$ cat config.mk
export PLATFORM = sky130hd
export DESIGN_NAME = id_ex_pipe
export DESIGN_NICKNAME = d
export VERILOG_FILES = /design/src/rtl/id_ex_pipe.sv
export SDC_FILE = /design/constraint.sdc
export NUM_CORES = 1
export LEC_CHECK = 0
export BUFFER_PORTS_ARGS = -buffer_cell sky130_fd_sc_hd__buf_2
export CAP_MARGIN = 20
export CORE_MARGIN = 2
export CORE_UTILIZATION = 41
export CTS_CLUSTER_SIZE = 10
export DETAILED_ROUTE_END_ITERATION = 10
export MAX_ROUTING_LAYER = met4
export PLACE_DENSITY = 0.83
export SYNTH_ARGS = -nofsm -noshare
export SYNTH_HDL_FRONTEND = slang
export SYNTH_SLANG_ARGS = --single-unit
export TNS_END_PERCENT = 50
$ cat constraint.sdc
create_clock -name clk -period 1.65 [get_ports clk]
set_clock_uncertainty 0.05 [all_clocks]
set_input_delay 0.2475 -clock clk [delete_from_list [all_inputs] [get_ports clk]]
set_output_delay 0.2475 -clock clk [all_outputs]
set_load 0.01 [all_outputs]
$ cat src/rtl/id_ex_pipe.sv
// id_ex_pipe: ID/EX pipeline register with valid/ready, flush, bubbles, stall counter; optional skid buffer via ID_EX_SKID_EN
module id_ex_pipe #(
  parameter int ALUOP_W = 8,
  parameter int ALUSEL_W = 3,
  parameter int REG_W = 32,
  parameter int RADDR_W = 5,
  parameter int NOP_ALUOP = 0,
  parameter int NOP_ALUSEL = 0,
  parameter int CNT_W = 16
) (
  input  logic                clk,
  input  logic                rst,
  input  logic                flush,
  input  logic                id_valid,
  output logic                id_ready,
  input  logic [ALUOP_W-1:0]  id_aluop,
  input  logic [ALUSEL_W-1:0] id_alusel,
  input  logic [REG_W-1:0]    id_reg1,
  input  logic [REG_W-1:0]    id_reg2,
  input  logic [RADDR_W-1:0]  id_wd,
  input  logic                id_wreg,
  output logic                ex_valid,
  input  logic                ex_ready,
  output logic [ALUOP_W-1:0]  ex_aluop,
  output logic [ALUSEL_W-1:0] ex_alusel,
  output logic [REG_W-1:0]    ex_reg1,
  output logic [REG_W-1:0]    ex_reg2,
  output logic [RADDR_W-1:0]  ex_wd,
  output logic                ex_wreg,
  output logic [CNT_W-1:0]    stall_cycles
);
  localparam int PW = ALUOP_W + ALUSEL_W + 2 * REG_W + RADDR_W + 1;
  logic [PW-1:0] in_p, ex_p, nop_p;
  logic free, acc;
  assign nop_p = {ALUOP_W'(NOP_ALUOP), ALUSEL_W'(NOP_ALUSEL), {(2 * REG_W + RADDR_W + 1){1'b0}}};
  assign in_p = {id_aluop, id_alusel, id_reg1, id_reg2, id_wd, id_wreg};
  assign {ex_aluop, ex_alusel, ex_reg1, ex_reg2, ex_wd, ex_wreg} = ex_p;
  assign free = !ex_valid || ex_ready;
  assign acc = id_valid && id_ready;
`ifdef ID_EX_SKID_EN
  logic skid_full;
  logic [PW-1:0] skid_p;
  assign id_ready = !rst && !skid_full;
  always_ff @(posedge clk) begin
    if (rst) begin
      ex_valid <= 1'b0;
      ex_p <= nop_p;
      skid_full <= 1'b0;
      skid_p <= '0;
    end else if (flush) begin
      ex_valid <= 1'b0;
      ex_p <= nop_p;
      skid_full <= 1'b0;
    end else if (free) begin
      ex_valid <= skid_full || acc;
      ex_p <= skid_full ? skid_p : acc ? in_p : nop_p;
      skid_full <= 1'b0;
    end else if (acc) begin
      skid_full <= 1'b1;
      skid_p <= in_p;
    end
  end
`else
  assign id_ready = !rst && free;
  always_ff @(posedge clk) begin
    if (rst || flush) begin
      ex_valid <= 1'b0;
      ex_p <= nop_p;
    end else if (free) begin
      ex_valid <= acc;
      ex_p <= acc ? in_p : nop_p;
    end
  end
`endif
  always_ff @(posedge clk) begin
    if (rst)
      stall_cycles <= '0;
    else if (ex_valid && !ex_ready && stall_cycles != {CNT_W{1'b1}})
      stall_cycles <= stall_cycles + 1'b1;
  end
endmodule
# Word level (Yosys, flattened, before mapping)
# Cells that the tools add are included.
[word_totals] in_bits=86 out_inout_bits=99 register_bits=98 elab_cells=15
[classes] eq_ne=1 add_sub_neg=1 reduce_logical=9 mux=1
[op_table] cell="81-bit two-way mux" n=1
[op_table] cell="16-bit by 1-bit adder with 16-bit output, second input constant" n=1
[op_table] cell="16-bit inequality test, second input constant" n=1
[op_table] cell="1-bit logical AND" n=4
[op_table] cell="1-bit logical NOT" n=3
[op_table] cell="1-bit logical OR" n=2

# Depth between registers and ports, before layout
[logic_depth] depth_word=5 ltp_mapped=7 mapped_depth_nobuf=5

# Worst setup path after synthesis
# Ideal clock, no wire load.
[synth_timing] path_kind="reg-to-reg" start="register stall_cycles[0]" end="register stall_cycles[5]" arrival_time_ns=1.651 required_time_ns=1.479 path_stages_with_launch=7 period_less_slack_ns=1.822 path_slack_ns=-0.172 cell_sequence="dfxtp_1 > ha_1 > and2_4 > and3_4 > buf_6 > a311oi_1 > mux2_2"
[synth_between] elab_chain_cells=2 word_cells_on_any_way=3
[synth_rtl] element="start: declaration" line_no="30" source="output logic [CNT_W-1:0] stall_cycles"
[synth_rtl] element="start signal: assignment" line_no="79" source="stall_cycles <= stall_cycles + 1'b1;"
[synth_rtl] element="branches (longest 2 deep; another with 16-bit by 1-bit adder with 16-bit output)"
# Parallel ways; which one is timed is not known.
# A chain may end at the register's enable or synchronous reset.

# Worst setup path after layout
[layout_timing] start="register stall_cycles[0]" end="register stall_cycles[15]"
# Same word-level chain as after synthesis.

==> results.md <==
- Along the worst hold path, the cell count comes to 3.
- In this run, synthesis inferred 0 flip-flops with an integrated enable.
- Setup violations remaining at the end of the flow were counted as 3.
- The H-tree generated during clock tree synthesis spans 3 levels.
- The required time at the endpoint of the critical path is 1.89 ns.
- The class of the tightest hold or removal check is primary input to register.
- Once routing completed, OpenROAD measured the worst setup slack at -0.0556 ns.
- The number of global-route vias before repair is 3384.
- The cell depth of the worst flop-to-flop path is 5.
- For this run the aggregate overflow at the end of global routing stands at 0.
- After synthesis, the mean cell area works out to 9.60 um2.
- The first detailed-routing pass took 4 iterations.
- The class of the most critical setup path is register to register.
- In the finished design, the share of the clock period the worst path needs comes to 103%.
- After clock tree synthesis, the clock-pin slew on the worst setup and hold paths is 0.10 ns.
- The average vias per placed instance is 5.36.
- The number of nets in the synthesized netlist is 461.
- The number of rows in the core area is 34.
- Cells fill 60.5% of the core in the end.
- The die height is 97.6 um.
- Yosys printed 0 warnings.
- The global-route wire length before repair is 15900 um.
- The flop and latch count out of synthesis is 98.
- TritonCTS built the clock tree.
- The achievable frequency is 586 MHz.
- The starting density of the core is 41.8%.
- TritonCTS created 9 clock buffers.
- Summed over all cells, the static leakage comes to 2.41 nW.
- The CTS root buffer is sky130_fd_sc_hd__clkbuf_8.
- The largest fanout on the critical path is 6.
- The core region area is 8590 um2.
- For the pin with the worst max-slew slack, the measured transition is 0.430 ns.
- Counting flops with an async set or reset pin after synthesis yields a share of 0%.
- The source-to-sink clock delay at the later pin of the worst-skew pair is 0.35 ns.
- The number of failing hold endpoints at the final stage came to 0.
- The post-route worst hold slack is 0.0788 ns.
- The number of nets with antenna violations after routing is 0.
- For this run, design rule violations remaining after detail routing come to 0.
- The maximum number of pins on one net before global-route repair is 83.
- The run finished, with violations left.
- The number of pins with negative max-slew slack in the final report came to 0.
- For this run, the total global-route usage over all layers was measured as 20.5%.
- For this run, the leading register cell type out of synthesis is sky130_fd_sc_hd__dfxtp_1.
- Pin placement for this block handled 185 I/O pins.
- The number of antenna diodes is 0.
- The buffer depth of the longest clock path is 2.
- Summing the sequential cell areas from Yosys gives 54.6% of the chip area.
- The die width is 97.6 um.
- The total power divided by cell area is 854 nW/um2.
- The die covers 9520 um2.
- The worst setup path is captured at a register.
- The count of max-cap constraint violations is 0.
- The relative slew slack is 71.4%.
- The initial antenna violation count is 0.
- Data arrives at the worst endpoint at 1.95 ns.
- The count of input and output buffers is 184.
- Routability-driven placement finished with a final weighted congestion of 0.837.
- STA classifies the critical path startpoint as a register.
- The time the final worst path needs with I/O delays and setup is 1.71 ns.
- In the layout the commonest cells are sky130_fd_sc_hd__buf_2, sky130_fd_sc_hd__dfxtp_1, sky130_fd_sc_hd__nor2_1.
- CTS saw 98 sinks.
- Hold repair after CTS inserted 0 buffers.
- The internal reg-to-reg setup slack is -0.06 ns.
- The post-synthesis instance area is 3590 um2.
- Across all layers, the routed design uses 3691 vias.
- The number of distinct library cells after synthesis is 39.
- The instance count of the mapped netlist is 374.
- The area growth from synthesis to layout is 44.7%.
- The initial DRC count is 188.
- In the final layout, the share of cells above drive strength 1 is 45.5%.
- The total detailed-routing wirelength is 10700 um.
- IR analysis of the VDD net gives a maximum drop of 0.498 mV.
- The half-perimeter wire length of the detailed placement result is 6690 um.
- The checks that failed: setup timing.
- Setup repair after global routing could not meet its margin everywhere.
- The routed wire length per instance is 15.5 um.
- After the last flow step, the layout net total stands at 662.
- The most frequent standard cell in the layout excluding fill and tap cells is sky130_fd_sc_hd__buf_2.
final cells by class:
type / count / area [um2]
clock buffers: 13 / 169
clock inverters: 3 / 46.3
fillers: 749 / 3400
inverters: 1 / 3.75
multi-input cells: 242 / 1550
flip-flops and latches: 98 / 1970
well taps: 108 / 135
repair buffers: 223 / 1330
repair_timing:
item,in CTS,in global routing
setup buffers,5,5
pin swaps,2,6
setup endpoints to repair,5,26
gates cloned,1,4
resized for setup,5,12
worst max-delay path, stage by stage (launching register included):
cell                      delay [ns]
sky130_fd_sc_hd__dfxtp_4        0.38
sky130_fd_sc_hd__ha_4           0.16
sky130_fd_sc_hd__and2_4         0.15
sky130_fd_sc_hd__and3_4         0.20
sky130_fd_sc_hd__or4_4          0.56
sky130_fd_sc_hd__a21oi_2        0.14
power by group:
group	internal (mW)	leakage (nW)	switching [mW]
registers	2.40	0.795	0.0192
logic	0.190	1.51	0.206
clock network	0.830	0.106	0.792
total	3.42	2.41	1.02
cell usage after synthesis, drive strengths merged (2+ instances only):
library cell	number	area [um2]
clkbuf	16	61.3
buf	17	96.3
nand2	9	33.8
o41ai	3	26.3
nand4	5	61.3
nand3	2	10.0
dfxtp	98	1960
a31oi	2	12.5
o21ai	2	10.0
a22oi	81	608
nor2b	5	31.3
or2	2	12.5
and4	4	37.5
nor2	89	334
nor3	3	15.0
o311ai	2	17.5
a21oi	8	40.0
o31ai	3	22.5
mux2	4	45.0
or3	3	18.8
or4	3	22.5
and2	2	15.0
final timing paths:
path / start / to
hold / removal: id_alusel[0] / ex_p[70]
setup / recovery: stall_cycles[0] / stall_cycles[15]
setup reg to reg: stall_cycles[0] / stall_cycles[15]
hold reg to reg: ex_p[3] / ex_p[3]
registers in the layout (all words and copies together), names as in the netlist:
register and cells:
stall_cycles 16, ex_valid 1, ex_p 81
layer usage:
layer	wire length, um	global-route usage, %	vias up
met5	0	-	-
met4	149	5.34	0
met3	739	5.32	14
met2	5420	34.7	183
met1	4350	24.4	1739
li1	-	-	1755
metrics by stage:
step                TNS [ns]  power, mW  area, um2  worst slack, ns  cells
global placement           0       2.81       4740           0.0117    657
detailed placement    -0.136       2.82       4740          -0.0635    657
finish                -0.104       4.43       5190          -0.0556    688
floorplan            -0.0410       2.64       3610          -0.0410    374
global route          -0.235       4.62       5190          -0.0825    688
CTS                  -0.0462       4.45       5040          -0.0462    679
logic make-up after synthesis:
logic type	count (synthesis)	share of synthesized area [%]
compound gates	105	21.5
fa+ha+maj	1	0.348
mux	5	1.53
flops	98	54.6
buf+inv	34	4.49
simple gates	131	17.5
No activity file was read; power rests on OpenSTA's default activity.
